`src/rtl/prog_delay_line_if.sv`:
```
// Sample/tap bus of the programmable delay line.
// The master drives the sample stream and tap select; the slave returns the delayed tap.
interface prog_delay_line_if #(
    parameter int WIDTH = 8,
    parameter int SEL_W = 2
);
    logic             en;
    logic [SEL_W-1:0] sel;
    logic [WIDTH-1:0] d;
    logic [WIDTH-1:0] q;
    logic             q_valid;
    logic             sel_chg;

    modport master (output en, sel, d, input q, q_valid, sel_chg);
    modport slave  (input en, sel, d, output q, q_valid, sel_chg);
endinterface

```
`src/rtl/prog_delay_line.sv`:
```
// Programmable delay line: MAX_DELAY-deep shift chain with a runtime-selected tap,
// fill tracking for output validity, and a pulse whenever the effective tap moves.
module prog_delay_line #(
    parameter int WIDTH     = 8,
    parameter int MAX_DELAY = 4,
    parameter int SEL_W     = $clog2(MAX_DELAY)
) (
    input logic              clk,
    input logic              reset,
    prog_delay_line_if.slave bus
);
    localparam int               FCW      = $clog2(MAX_DELAY + 1);
    localparam logic [SEL_W-1:0] MAX_TAP  = SEL_W'(MAX_DELAY - 1);
    localparam logic [FCW-1:0]   FULL_CNT = FCW'(MAX_DELAY);

    typedef enum logic [1:0] {EMPTY, FILL, FULL} fill_t;

    logic [MAX_DELAY-1:0][WIDTH-1:0] stage_q, stage_d;
    logic [SEL_W-1:0]                sel_q;
    logic [SEL_W-1:0]                eff_cur, eff_nxt;
    logic [FCW-1:0]                  fcnt_q, fcnt_d;
    logic                            sel_chg_q;
    fill_t                           state_q;

    // Clamping only exists when sel can encode taps beyond the chain.
    if ((1 << SEL_W) > MAX_DELAY) begin : g_clamp
        assign eff_cur = (sel_q > MAX_TAP)   ? MAX_TAP : sel_q;
        assign eff_nxt = (bus.sel > MAX_TAP) ? MAX_TAP : bus.sel;
    end else begin : g_noclamp
        assign eff_cur = sel_q;
        assign eff_nxt = bus.sel;
    end

    always_comb begin
        stage_d = stage_q;
        fcnt_d  = fcnt_q;
        if (bus.en) begin
            stage_d = {stage_q[MAX_DELAY-2:0], bus.d};
            if (fcnt_q != FULL_CNT) fcnt_d = fcnt_q + 1'b1;
        end
    end

    always_ff @(posedge clk) begin
        if (!reset) begin
            stage_q   <= '0;
            fcnt_q    <= '0;
            sel_q     <= '0;
            sel_chg_q <= 1'b0;
            state_q   <= EMPTY;
        end else begin
            stage_q   <= stage_d;
            fcnt_q    <= fcnt_d;
            sel_q     <= bus.sel;
            sel_chg_q <= (eff_nxt != eff_cur);
            if (bus.en) begin
                case (state_q)
                    EMPTY:   state_q <= FILL;
                    FILL:    if (fcnt_q == FULL_CNT - 1'b1) state_q <= FULL;
                    default: state_q <= state_q;
                endcase
            end
        end
    end

    // A sample sits at tap eff once eff+1 enabled edges have filled the chain.
    assign bus.q       = stage_q[eff_cur];
    assign bus.q_valid = (state_q == FULL) || (fcnt_q > FCW'(eff_cur));
    assign bus.sel_chg = sel_chg_q;
endmodule

```
`src/flat_wrapper.sv`:
```
// flat-port wrapper written by rule: the top's interface ports become plain ports
module prog_delay_line_flat 
#(
    parameter int WIDTH     = 8,
    parameter int MAX_DELAY = 4,
    parameter int SEL_W     = $clog2(MAX_DELAY)
)
  (clk, reset, bus_en, bus_sel, bus_d, bus_q, bus_q_valid, bus_sel_chg);
  prog_delay_line_if #(.WIDTH(WIDTH), .SEL_W(SEL_W)) bus_i ();
  input logic clk;
  input logic reset;
  input wire logic [$bits(bus_i.en)-1:0] bus_en;
  input wire logic [$bits(bus_i.sel)-1:0] bus_sel;
  input wire logic [$bits(bus_i.d)-1:0] bus_d;
  output wire logic [$bits(bus_i.q)-1:0] bus_q;
  output wire logic [$bits(bus_i.q_valid)-1:0] bus_q_valid;
  output wire logic [$bits(bus_i.sel_chg)-1:0] bus_sel_chg;
  assign bus_i.en = bus_en;
  assign bus_i.sel = bus_sel;
  assign bus_i.d = bus_d;
  assign bus_q = bus_i.q;
  assign bus_q_valid = bus_i.q_valid;
  assign bus_sel_chg = bus_i.sel_chg;
  prog_delay_line #(.WIDTH(WIDTH), .MAX_DELAY(MAX_DELAY), .SEL_W(SEL_W)) u_core (.clk(clk), .reset(reset), .bus(bus_i));
endmodule
```
`config.mk`:
```
export PLATFORM = sky130hd
export DESIGN_NAME = prog_delay_line_flat
export DESIGN_NICKNAME = d
export VERILOG_FILES = /design/src/rtl/prog_delay_line_if.sv /design/src/rtl/prog_delay_line.sv /design/src/flat_wrapper.sv
export SDC_FILE = /design/constraint.sdc
export NUM_CORES = 1
export LEC_CHECK = 0
export BUFFER_PORTS_ARGS = -buffer_cell sky130_fd_sc_hd__buf_2
export CAP_MARGIN = 40
export CORE_MARGIN = 2
export CORE_UTILIZATION = 50
export DETAILED_ROUTE_END_ITERATION = 6
export PLACE_DENSITY = 0.73
export SLEW_MARGIN = 20
export SYNTH_ARGS = -nofsm -noshare
export SYNTH_HDL_FRONTEND = slang
export SYNTH_SLANG_ARGS = --single-unit
```
`constraint.sdc`:
```
create_clock -name clk -period 1.3 [get_ports clk]
set_input_delay 0.26 -clock clk [delete_from_list [all_inputs] [get_ports clk]]
set_output_delay 0.26 -clock clk [all_outputs]
set_load 0.03 [all_outputs]
```
# After elaboration in Yosys (flattened, before gate mapping)
# Cells that the tools add are included.
# word_totals
in_bits,13
regBits,40
# classes
reduce_logical,5
magnitude_cmp,2
eq_ne,6
muxes,4
n_addsub,1
# op_table
operator,n
$bmux W8 S2,1
$mux W8,1
$pmux W2 S2,1
$add A3 B1 Y3 const B,1
$eq A3 B2 Y1 const B,1
$gt A3 B2 Y1,1
$lt A2 B3 Y1 const B,1
$ne A3 B3 Y1 const B,1
$reduce_and A3 Y1,1
$eq A2 B1 Y1 const B,1
$eq A2 B2 Y1 const B,1
$logic_not A2 Y1,1
$mux W2,1
$ne A2 B1 Y1 const B,1
$ne A2 B2 Y1,1
$reduce_and A2 Y1,1
$reduce_bool A2 Y1,1
$logic_or A1 B1 Y1,1

# Logic depth before layout (Yosys ltp)
# logic_depth
word_depth,3
ltp_mapped,6
ltp_nobuf,5

# Worst setup path after synthesis
# Ideal clock, no wire load.
# synth_timing
path_kind,reg2out
startpoint,"register u_core.sel_q[1], in the netlist u_core.eff_cur[1]"
endpoint,output bus_q_valid
stages_incl_launch_ff,7
setup_slack_ns,-0.289
required_time_ns,1.040
n_path_buf,1
arrival_ns,1.329
path_cell_list,dfxtp_1 buf_2 inv_1 ha_1 nor2b_1 o21ai_0 nand3_1
# synth_between
elab_chain_len,2
# synth_lines
element,line,rtl
from (decl),prog_delay_line.sv:19,logic [SEL_W-1:0] sel_q;
from (signal assigned),prog_delay_line.sv:53,sel_q <= bus.sel;
$gt A3 B2 Y1,prog_delay_line.sv:67,assign bus.q_valid = (state_q == FULL) || (fcnt_q > FCW'(eff_cur));
$logic_or A1 B1 Y1,prog_delay_line.sv:67,
to (decl),flat_wrapper.sv:16,output wire logic [$bits(bus_i.q_valid)-1:0] bus_q_valid;
# Every way passes these cells.

# Worst setup path in the final report
# layout_timing
startpoint,"register u_core.sel_q[0], in the netlist u_core.eff_cur[0]"
endpoint,output bus_q[5]
# layout_between
elab_chain_len,2
# layout_lines
element,line,rtl
$bmux W8 S2,prog_delay_line.sv:66,assign bus.q = stage_q[eff_cur];
$mux W8 (not written as such),prog_delay_line.sv:66,
to (decl),flat_wrapper.sv:15,output wire logic [$bits(bus_i.q)-1:0] bus_q;
# Every way passes these cells. The select of a mux whose other input is x is not followed.

==> results.cfg <==
[power]
internal-power_w = 0.00176
power_density_nw_per_um2 = 1080
p_leak_nw = 0.917
swShare_pct = 26.7
combPwrFrac_pct = 17.9
peakVddDrop_v = 0.000666
power.switching_w = 0.000639
p_seq_share_pct = 54.6
total_power_w = 0.00240
clkPwrFrac_pct = 27.5

[sta]
setup_viol = 9
worst_pin_slew_ps = 143
skew_ps = 6.75
fmax_mhz = 563
fin_ws_ps = -476
slew_violations = 0
slew_headroom_pct = 90.2
min_period_over_period_pct = 137
final_hold_viol_count = 0
rsz0062_at_grt = yes
fin_crit_ps = 1780

[clocking]
cts_buffers = 5
clk_latency_ps = 340
cts_max_path_buffers = 2
h-tree-depth = 2
clockRootBuffer = clkbuf_4
hold_buffers = 0
cts.sinks = 40
cts_tree = done
cts.clk_slew.worst_paths_ps = 120

[critical_path]
cp_num_buf_inv = 2
cp_slowest_cell = mux4_2
path_cells = buf_4, mux4_2, buf_6
critPathKind = reg -> out
rr_startpoint = u_core.fcnt_q[1]
r2r_end = u_core.state_q[0]
cp-start-kind = flip-flop
cp-end-kind = output port
cp_top_family = multiplexers
cp.required_ps = 1040
r2r_slack_ps = 60
slowest_delay_ps = 510
path_max_fanout = 3
reg2reg_depth = 5
crit_arrival_ps = 1520

[synth]
ys_ff_latch = 40
synth.avg_cell_area_sq_um = 11.7
ys_types = 20
synth_fp_nets = 174
yosysWarnings = 0
syn_inst = 156
synth_area_sq_um = 1820
yosysSeqAreaShare_pct = 43.9

[floorplan]
fp.dieH_microns = 64.4
dieArea_sq_um = 4140
io_pins = 23
start_util_pct = 53.4
placeableCoreArea_sq_um = 3420
die_w_microns = 64.4
rows = 21

[grt]
grt_pass1_wl_mm = 5.13
grt_usage_pct = 16.1
grt_pass1_vias = 1195
gr-total-overflow = 0
antenna_found_initial = 0
grt_max_degree = 42

[layout]
final_cell_area_sq_um = 2210
utilization_pct = 64.8
fin_cells = 231
drive_above_1_share_pct = 32.4
final_cell_mix = dfxtp_1 (36), nor2b_1 (34), mux2i_1 (32)
area_delta_synth_final_pct = 21.5
num-fill-cells = 272
final_nets = 202
antenna_cells = 0
final_common_cell = dfxtp_1

[run]
maxCapViolCount = 0

[placement]
routabilityCongestion = 0.736
dpl_cell_area_sq_um = 2050
port_buffers = 22
place_inst = 223
hpwl_mm = 2.07

[worst_hold_path]
worstHoldEndpoint = u_core.eff_cur[1]
whs_path_depth = 2
min-delay-path-class = in -> reg
hp-start = bus_sel[1]

[run_status]
status = finished, violations left
violations = setup timing

[detailed_routing]
first_pass_iters = 4
vias_per_cell = 5.11
wl_mm = 3.01
first_iter_violations = 66
ant_nets = 0
vias = 1180
drt-wirelength-per-cell_microns = 13.0
drc = 0
state kept, by name (all words and copies together) (netlist names):
| signal | cells |
|---|---|
| u_core.stage_q | 32 |
| u_core.state_q | 2 |
| u_core.fcnt_q | 3 |
| u_core.bus.sel_chg | 1 |
| u_core.eff_cur | 2 |
area by class of cell:
class	instances	area, sq um	share of cell area (%)
multi-input combinational	101	978	44.2
sequential	40	808	36.5
timing repair buffer	31	288	13.0
tap	46	57.6	2.60
clock buffer	6	51.3	2.32
inverter	5	21.3	0.960
clock inverter	2	10.0	0.452
cells by family (layout without fill, tap and decap cells):
kind of cell | after synthesis | after routing | synth area share [%]
multiplexers | 40 | 40 | 27.5
adder cells (fa/ha/maj) | 5 | 5 | 3.43
XOR/XNOR | 3 | 3 | 1.44
flip-flops | 40 | 40 | 43.9
AO/OA/AOI/OAI | 10 | 10 | 4.19
buffers and inverters | 15 | 44 | 5.22
AND/OR/NAND/NOR | 43 | 43 | 14.3
Yosys cell counts, drive strengths merged:
master / count / share of area (%)
xnor2: 3 / 1.4
nand2: 2 / 0.41
a31oi: 1 / 0.34
and2: 3 / 1.0
nor2b: 34 / 12
clkbuf: 4 / 0.82
mux2i: 32 / 18
nand3: 2 / 0.55
buf: 6 / 3.4
dfxtp: 40 / 44
o21ai: 4 / 1.1
a21boi: 4 / 2.3
nand2b: 2 / 0.69
inv: 5 / 1.0
mux4: 8 / 9.9
a211o: 1 / 0.48
ha: 5 / 3.4
per-layer routing:
| metal | global-route usage, % | share of wire [%] | vias to the layer above |
|---|---|---|---|
| met5 | 0 | 0 | - |
| met4 | 6.38 | 1.5 | 0 |
| met3 | 4.40 | 4.3 | 6 |
| met2 | 27.1 | 49 | 22 |
| met1 | 19.4 | 45 | 563 |
| li1 | - | - | 589 |
how the worst max path moves through the flow:
stage,startpoint,end,slack (ps),cells after the start
floorplan,u_core.eff_cur[1],bus_q_valid,-90,6
global placement,u_core.eff_cur[0],bus_q[7],-130,3
detailed placement,u_core.eff_cur[0],bus_q[7],-130,3
CTS,u_core.eff_cur[0],bus_q[0],-490,3
global route,u_core.eff_cur[0],bus_q[0],-530,3
finish,u_core.eff_cur[0],bus_q[5],-480,3
worst reg2reg max path: stages (launching register included):
cell      delay (ps)
dfxtp_2          350
buf_4            150
ha_4             160
ha_4             150
a211o_1          250
a21boi_1         130
stage by stage:
stage,hold WS [ps],setup slack (ps),setup TNS [ps]
finish,133,-476,-4110
global route,132,-532,-4650
CTS,127,-495,-4280
detailed placement,493,-128,-987
global placement,483,-125,-954
floorplan,382,-88.7,-331
power by group through the flow:
stage | registers [W] | clock network [W] | logic, W
after floorplan | 0.00133 | 0 | 0.000279
after global routing | 0.00132 | 0.000713 | 0.000466
final | 0.00131 | 0.000658 | 0.000429
after global placement | 0.00133 | 0 | 0.000370
after detailed placement | 0.00133 | 0 | 0.000383
after CTS | 0.00131 | 0.000671 | 0.000422
timing repair:
item	in CTS	in global routing
setup endpoints to repair	11	12
pin swaps	1	4
buffers inserted	0	0
endpoints found under the hold margin	0	0
gates resized for setup	24	6
Power figures use the tool's default switching activity.
